**config.mk**
```make
export PLATFORM = sky130hd
export DESIGN_NAME = bus_resp_router_flat
export DESIGN_NICKNAME = d
export VERILOG_FILES = /design/src/rtl/bus_resp_router_pkg.sv /design/src/rtl/bus_resp_router_if.sv /design/src/rtl/bus_resp_router_id_fifo.sv /design/src/rtl/bus_resp_router.sv /design/src/flat_wrapper.sv
export SDC_FILE = /design/constraint.sdc
export NUM_CORES = 1
export LEC_CHECK = 0
export CORE_ASPECT_RATIO = 0.6
export CORE_MARGIN = 4
export CORE_UTILIZATION = 47
export DETAILED_ROUTE_END_ITERATION = 8
export HOLD_SLACK_MARGIN = 0.02
export PLACE_DENSITY = 0.83
export SYNTH_ARGS = -nofsm -noshare
export SYNTH_HDL_FRONTEND = slang
export SYNTH_HIERARCHICAL = 1
export SYNTH_SLANG_ARGS = --single-unit
export TNS_END_PERCENT = 1
```
**constraint.sdc**
```tcl
create_clock -name clk -period 6.35 [get_ports clk]
set_input_delay 1.27 -clock clk [delete_from_list [all_inputs] [get_ports clk]]
set_output_delay 1.27 -clock clk [all_outputs]
set_load 0.01 [all_outputs]
```
**src/rtl/bus_resp_router_pkg.sv**
```systemverilog
// Shared interconnect definitions: core count, grant encoding and data width
// common to the request-side bus mux and the response router.
package bus_resp_router_pkg;
  localparam int NCORE  = 4;
  localparam int GNT_W  = NCORE;
  localparam int DATA_W = 32;
  localparam int ID_W   = 2;

  typedef logic [ID_W-1:0]   core_id_t;
  typedef logic [GNT_W-1:0]  grant_t;
  typedef logic [DATA_W-1:0] data_t;
endpackage

```
**src/rtl/bus_resp_router_if.sv**
```systemverilog
// Request-issue / response-return bundle between the arbiter/memory side
// (master) and the response router (slave).
interface bus_resp_router_if
  import bus_resp_router_pkg::*;
  #(parameter int DEPTH = 4)
  ();
  localparam int OCC_W = $clog2(DEPTH) + 1;

  grant_t            grant;
  logic              mem_req_valid;
  logic              req_ready;
  logic              mem_rvalid;
  data_t             mem_rdata;
  grant_t            core_rvalid;
  data_t             core_rdata;
  logic [OCC_W-1:0]  outstanding;
  logic              err_orphan;
  logic              err_grant;

  modport master (
    output grant, mem_req_valid, mem_rvalid, mem_rdata,
    input  req_ready, core_rvalid, core_rdata, outstanding, err_orphan, err_grant
  );

  modport slave (
    input  grant, mem_req_valid, mem_rvalid, mem_rdata,
    output req_ready, core_rvalid, core_rdata, outstanding, err_orphan, err_grant
  );
endinterface

```
**src/rtl/bus_resp_router_id_fifo.sv**
```systemverilog
// In-order FIFO of requester IDs. Callers never push when full nor pop when
// empty; pointers wrap naturally because DEPTH is a power of two.
module id_fifo #(
  parameter int DEPTH = 4,
  parameter int WIDTH = 2
) (
  input  logic                       clk,
  input  logic                       rst_n,
  input  logic                       push_i,
  input  logic [WIDTH-1:0]           din_i,
  input  logic                       pop_i,
  output logic [WIDTH-1:0]           dout_o,
  output logic                       full_o,
  output logic                       empty_o,
  output logic [$clog2(DEPTH):0]     count_o
);
  localparam int PTR_W = $clog2(DEPTH);
  localparam int CNT_W = PTR_W + 1;

  logic [WIDTH-1:0] mem_q [DEPTH];
  logic [PTR_W-1:0] wptr_q, wptr_d;
  logic [PTR_W-1:0] rptr_q, rptr_d;
  logic [CNT_W-1:0] count_q, count_d;

  always_comb begin
    wptr_d  = push_i ? wptr_q + PTR_W'(1) : wptr_q;
    rptr_d  = pop_i  ? rptr_q + PTR_W'(1) : rptr_q;
    count_d = count_q;
    case ({push_i, pop_i})
      2'b10:   count_d = count_q + CNT_W'(1);
      2'b01:   count_d = count_q - CNT_W'(1);
      default: count_d = count_q;
    endcase
  end

  always_ff @(posedge clk or negedge rst_n) begin
    if (!rst_n) begin
      wptr_q  <= '0;
      rptr_q  <= '0;
      count_q <= '0;
    end else begin
      wptr_q  <= wptr_d;
      rptr_q  <= rptr_d;
      count_q <= count_d;
    end
  end

  // Storage needs no reset: only entries below count_q are ever read.
  always_ff @(posedge clk) begin
    if (push_i) mem_q[wptr_q] <= din_i;
  end

  assign dout_o  = mem_q[rptr_q];
  assign full_o  = (count_q == CNT_W'(DEPTH));
  assign empty_o = (count_q == '0);
  assign count_o = count_q;
endmodule

```
**src/rtl/bus_resp_router.sv**
```systemverilog
// Routes in-order memory responses back to the core that issued each request,
// tracking requester IDs in a FIFO and flagging orphan responses / bad grants.
module bus_resp_router
  import bus_resp_router_pkg::*;
  #(
    parameter int DEPTH = 4,
    parameter int NCORE = bus_resp_router_pkg::NCORE
  ) (
    input  logic              clk,
    input  logic              rst_n,
    bus_resp_router_if.slave  bus
  );
  localparam int OCC_W = $clog2(DEPTH) + 1;

  function automatic logic is_onehot(input grant_t g);
    return (g != '0) && ((g & (g - grant_t'(1))) == '0);
  endfunction

  function automatic core_id_t to_index(input grant_t g);
    core_id_t idx;
    idx = '0;
    for (int i = 0; i < NCORE; i++) begin
      if (g[i]) idx = core_id_t'(i);
    end
    return idx;
  endfunction

  logic              push_ok, pop_ok, gnt_onehot;
  core_id_t          push_id, head_id;
  logic              fifo_full, fifo_empty;
  logic [OCC_W-1:0]  fifo_count;

  grant_t core_rvalid_q, core_rvalid_d;
  data_t  core_rdata_q,  core_rdata_d;
  logic   err_orphan_q,  err_orphan_d;
  logic   err_grant_q,   err_grant_d;

  // Pop eligibility looks only at registered occupancy, so a push into an
  // empty FIFO can never be forwarded by a response in the same cycle.
  always_comb begin
    gnt_onehot = is_onehot(bus.grant);
    push_id    = to_index(bus.grant);
    push_ok    = bus.mem_req_valid & ~fifo_full & gnt_onehot;
    pop_ok     = bus.mem_rvalid & ~fifo_empty;
  end

  id_fifo #(
    .DEPTH (DEPTH),
    .WIDTH (ID_W)
  ) u_id_fifo (
    .clk     (clk),
    .rst_n   (rst_n),
    .push_i  (push_ok),
    .din_i   (push_id),
    .pop_i   (pop_ok),
    .dout_o  (head_id),
    .full_o  (fifo_full),
    .empty_o (fifo_empty),
    .count_o (fifo_count)
  );

  always_comb begin
    core_rvalid_d = pop_ok ? (grant_t'(1) << head_id) : '0;
    core_rdata_d  = pop_ok ? bus.mem_rdata : core_rdata_q;
    err_orphan_d  = err_orphan_q | (bus.mem_rvalid & fifo_empty);
    err_grant_d   = err_grant_q  | (bus.mem_req_valid & ~fifo_full & ~gnt_onehot);
  end

  always_ff @(posedge clk or negedge rst_n) begin
    if (!rst_n) begin
      core_rvalid_q <= '0;
      core_rdata_q  <= '0;
      err_orphan_q  <= 1'b0;
      err_grant_q   <= 1'b0;
    end else begin
      core_rvalid_q <= core_rvalid_d;
      core_rdata_q  <= core_rdata_d;
      err_orphan_q  <= err_orphan_d;
      err_grant_q   <= err_grant_d;
    end
  end

  assign bus.req_ready   = ~fifo_full;
  assign bus.outstanding = fifo_count;
  assign bus.core_rvalid = core_rvalid_q;
  assign bus.core_rdata  = core_rdata_q;
  assign bus.err_orphan  = err_orphan_q;
  assign bus.err_grant   = err_grant_q;
endmodule
```
**src/flat_wrapper.sv**
```systemverilog
// flat-port wrapper written by rule: the top's interface ports become plain ports
module bus_resp_router_flat import bus_resp_router_pkg::*;
#(
    parameter int DEPTH = 4,
    parameter int NCORE = bus_resp_router_pkg::NCORE
  )
  (clk, rst_n, bus_grant, bus_mem_req_valid, bus_mem_rvalid, bus_mem_rdata, bus_req_ready, bus_core_rvalid, bus_core_rdata, bus_outstanding, bus_err_orphan, bus_err_grant);
  bus_resp_router_if #(.DEPTH(DEPTH)) bus_i ();
  input  logic clk;
  input  logic rst_n;
  input wire logic [$bits(bus_i.grant)-1:0] bus_grant;
  input wire logic [$bits(bus_i.mem_req_valid)-1:0] bus_mem_req_valid;
  input wire logic [$bits(bus_i.mem_rvalid)-1:0] bus_mem_rvalid;
  input wire logic [$bits(bus_i.mem_rdata)-1:0] bus_mem_rdata;
  output wire logic [$bits(bus_i.req_ready)-1:0] bus_req_ready;
  output wire logic [$bits(bus_i.core_rvalid)-1:0] bus_core_rvalid;
  output wire logic [$bits(bus_i.core_rdata)-1:0] bus_core_rdata;
  output wire logic [$bits(bus_i.outstanding)-1:0] bus_outstanding;
  output wire logic [$bits(bus_i.err_orphan)-1:0] bus_err_orphan;
  output wire logic [$bits(bus_i.err_grant)-1:0] bus_err_grant;
  assign bus_i.grant = bus_grant;
  assign bus_i.mem_req_valid = bus_mem_req_valid;
  assign bus_i.mem_rvalid = bus_mem_rvalid;
  assign bus_i.mem_rdata = bus_mem_rdata;
  assign bus_req_ready = bus_i.req_ready;
  assign bus_core_rvalid = bus_i.core_rvalid;
  assign bus_core_rdata = bus_i.core_rdata;
  assign bus_outstanding = bus_i.outstanding;
  assign bus_err_orphan = bus_i.err_orphan;
  assign bus_err_grant = bus_i.err_grant;
  bus_resp_router #(.DEPTH(DEPTH), .NCORE(NCORE)) u_core (.clk(clk), .rst_n(rst_n), .bus(bus_i));
endmodule
```
==> summary.md <==
| Metric | Value |
|---|---|
| Initial DRC count | `28` |
| Leading post-synthesis cells by cell area | `dfrtp_1 49%, mux2_4 16%, edfxtp_1 11%` |
| Critical Path Source Type | `input pin` |
| Synth top area share | `0.494` |
| Vias per cell | `4.83` |
| Vias in the first global route | `1,471` |
| Clk slew on worst S/H paths | `roughly 0.09 ns` |
| Peak supply drop | `248 uV` |
| Final Hold Fails | `0` |
| Die Width | `slightly below 100 um` |
| R2R Path Start | `u_core/u_id_fifo/count_o[1]` |
| Crit path max fanout | `8` |
| Clock Skew | `0.00517 ns` |
| CTS Root Cell | `clkbuf_8` |
| Share of layout cells above drive strength 1 | `0.196` |
| Mapped Area | `0.00228 mm2` |
| WP buf/inv | `3` |
| Placed inst area | `0.00311 mm2` |
| Fmax | `about 270 MHz` |
| Fin crit period | `3.76 ns` |
| Gr ovfl total | `0` |
| Register area share after synthesis | `0.599` |
| H-tree levels | `2` |
| R2R depth | `10` |
| Sw Pwr | `384 uW` |
| Initial core utilization | `0.492` |
| Compound-cell area share of the yosys netlist | `0.0181` |
| Clock latency on the worst-skew pair | `0.30 ns` |
| Placed wire-length estimate | `3.54 mm` |
| Crit path required time | `roughly 6.5 ns` |
| Hold depth | `1` |
| Largest net degree at the start of global routing | `46` |
| CTS Sinks | `53` |
| P_leak | `0.00139 uW` |
| Top cell types by occurrence after synthesis | `45 x dfrtp_1, 25 x mux2_4, 8 x edfxtp_1, 8 x inv_1, 7 x mux2_2` |
| Worst-margin pin slew | `roughly 0.96 ns` |
| Total CTS buffers | `5` |
| Family with the most delay on the worst path | `simple AND/OR/NAND/NOR gates` |
| Sw frac | `0.306` |
| Final core occ | `0.690` |
| Synth area leader | `dfrtp_1` |
| Syn_area_per_cell | `16.4 um2` |
| # diodes | `0` |
| First-pass GRT wire length | `7.41 mm` |
| Net count after synthesis | `185` |
| Power Density | `between 300 and 400 mW/mm2` |
| Delay of the slowest cell on the worst path | `0.73 ns` |
| Main combinational cell family by area after synthesis | `multiplexers` |
| Post-CTS Resized | `0` |
| Final net count | `270` |
| Seq cells post-synth | `53` |
| CP endpoint kind | `flop` |
| IO buf count | `81` |
| Pint | `870 uW` |
| Worst rel slew slack | `0.362` |
| Cell area after layout | `0.00320 mm2` |
| Post-CTS Setup Repair Bufs | `0` |
| CP max-delay cell | `nor3b_1` |
| WL/cell | `16.2 um` |
| IO Count | `82` |
| CP startpoint | `bus_grant[3]` |
| Post-synthesis instance total | `139` |
| Async SR Flop Fraction | `0.849` |
| PnR Total Power | `1250 uW` |
| RSZ-0062 raised after global routing | `no` |
| YS warnings | `6` |
| Area grow syn2layout | `40.2%` |
| Worst Path Arrival | `3.94 ns` |
| Row cnt | `19` |
| Main synth FF type | `dfrtp_1` |
| CP Class | `input pin to flop` |
| Post-synthesis simple-gate area fraction | `0.0570` |
| Hold bufs inserted after CTS | `0` |
| Worst path cell trace | `clkdlybuf4s50_1 -> nor4b_1 -> a211oi_1 -> nor3b_1 -> inv_1 -> ha_1 -> inv_1 -> fa_1 -> xor2_1 -> nor2_1 -> xor2_1` |
| Wirelength, routed | `about 4.7 mm` |
| Logic gate share of total power | `0.436` |
| Distinct cells, synth | `26` |
| Multiplexer area fraction after synthesis | `0.222` |
| DRT Pass-1 Iters | `4` |
| Post-synthesis adder-cell area fraction | `0.0362` |
| Total negative slack | `0 ns` |
| RD Place Congestion | `0.736` |
| Worst path depth | `11` |
| Tcrit/Tclk final | `0.592` |
| # setup viols final | `0` |
| Slew Limit Fails | `0` |
| Die Y | `62.0 um` |
| Antenna Violating Nets Remaining | `0` |
| Most frequent cell after synthesis | `dfrtp_1` |
| Clk pwr share | `0.145` |
| Clock Path Buffers | `2` |
| Status | `completed` |
| DRC | `0` |
| Post-synth EDFFs | `8` |
| Number of max-cap violations | `0` |
| Die footprint | `0.00607 mm2` |
| TritonCTS clock tree | `built` |
| Gr usage total | `0.159` |
| Initial antenna violation count | `0` |
| Via Count | `1,391` |
| Hold Crit Start | `u_core/bus.err_orphan` |
| Sequential share of power | `0.419` |
| Hold WC Path Type | `flop to flop` |
| Core Footprint | `around 0.0046 mm2` |
| XOR/XNOR Fraction of Synth Area | `0.0269` |
-- registers in the layout, summed over array words and instances (netlist names) --
signal	flops
u_core/bus.err_orphan	1
u_core/bus.core_rvalid	4
u_core/u_id_fifo/wptr_q	2
u_core/u_id_fifo/rptr_q	2
u_core/u_id_fifo/count_o	3
u_core/bus.core_rdata	32
u_core/bus.err_grant	1
u_core/u_id_fifo/mem_q	8
-- metrics by stage --
step / worst slack [ns] / std cells / hold WS (ns)
final: 2.59 / 288 / 0.499
after detailed placement: 2.34 / 280 / 0.482
after global placement: 2.55 / 280 / 0.441
after CTS: 2.64 / 288 / 0.502
after floorplan: 3.23 / 139 / 0.472
after global routing: 2.33 / 288 / 0.511
-- path summary, 6_finish.rpt --
kind,end,slack [ns]
setup / recovery,u_core/u_id_fifo/count_o[2],2.59
hold / removal,u_core/bus.err_orphan,0.50
setup reg to reg,u_core/u_id_fifo/count_o[2],3.77
hold reg to reg,u_core/bus.err_orphan,0.50
max in group asynchronous,u_core/bus.core_rdata[11],4.64
min in group asynchronous,u_core/bus.core_rdata[6],1.12
-- kinds of logic after synthesis --
family | Yosys count
muxes | 34
buffers and inverters | 12
DFF | 53
and+or+nand+nor | 21
AOI/OAI and AO/OA | 6
xor gates and xnor gates | 7
adders and majority gates | 6
-- area by class of cell --
cell class | instances | area [um2]
flip-flops and latches | 53 | 1370
clock buffers | 6 | 72.6
repair buffers | 82 | 813
fillers | 330 | 1440
well taps | 63 | 78.8
multi-input cells | 74 | 822
inverters | 8 | 30.0
clock inverters | 2 | 13.8
-- metal layers --
metal,track usage,vias up,share of wire
met5,0,-,0
met4,0.0237,0,0.0021
met3,0.0580,2,0.095
met2,0.250,62,0.43
met1,0.222,678,0.47
li1,-,649,-
-- cell usage in the layout (no fill, tap or decap), types with 3 or more instances in the layout --
master / instances
clkbuf_8: 5
mux2_2: 7
inv_1: 8
ha_1: 5
nand2_1: 4
mux2_4: 25
and2_1: 4
nor2_1: 3
edfxtp_1: 8
dfrtp_1: 45
xor2_1: 5
clkdlybuf4s50_1: 80
-- power by group through the flow --
stage,Combinational (uW),Sequential [uW],Clock (uW)
after floorplan,254,566,0
after global placement,533,526,0
after detailed placement,551,532,0
after CTS,552,527,188
after global routing,590,541,206
final,546,525,182
No activity file was read; power rests on OpenSTA's default activity.
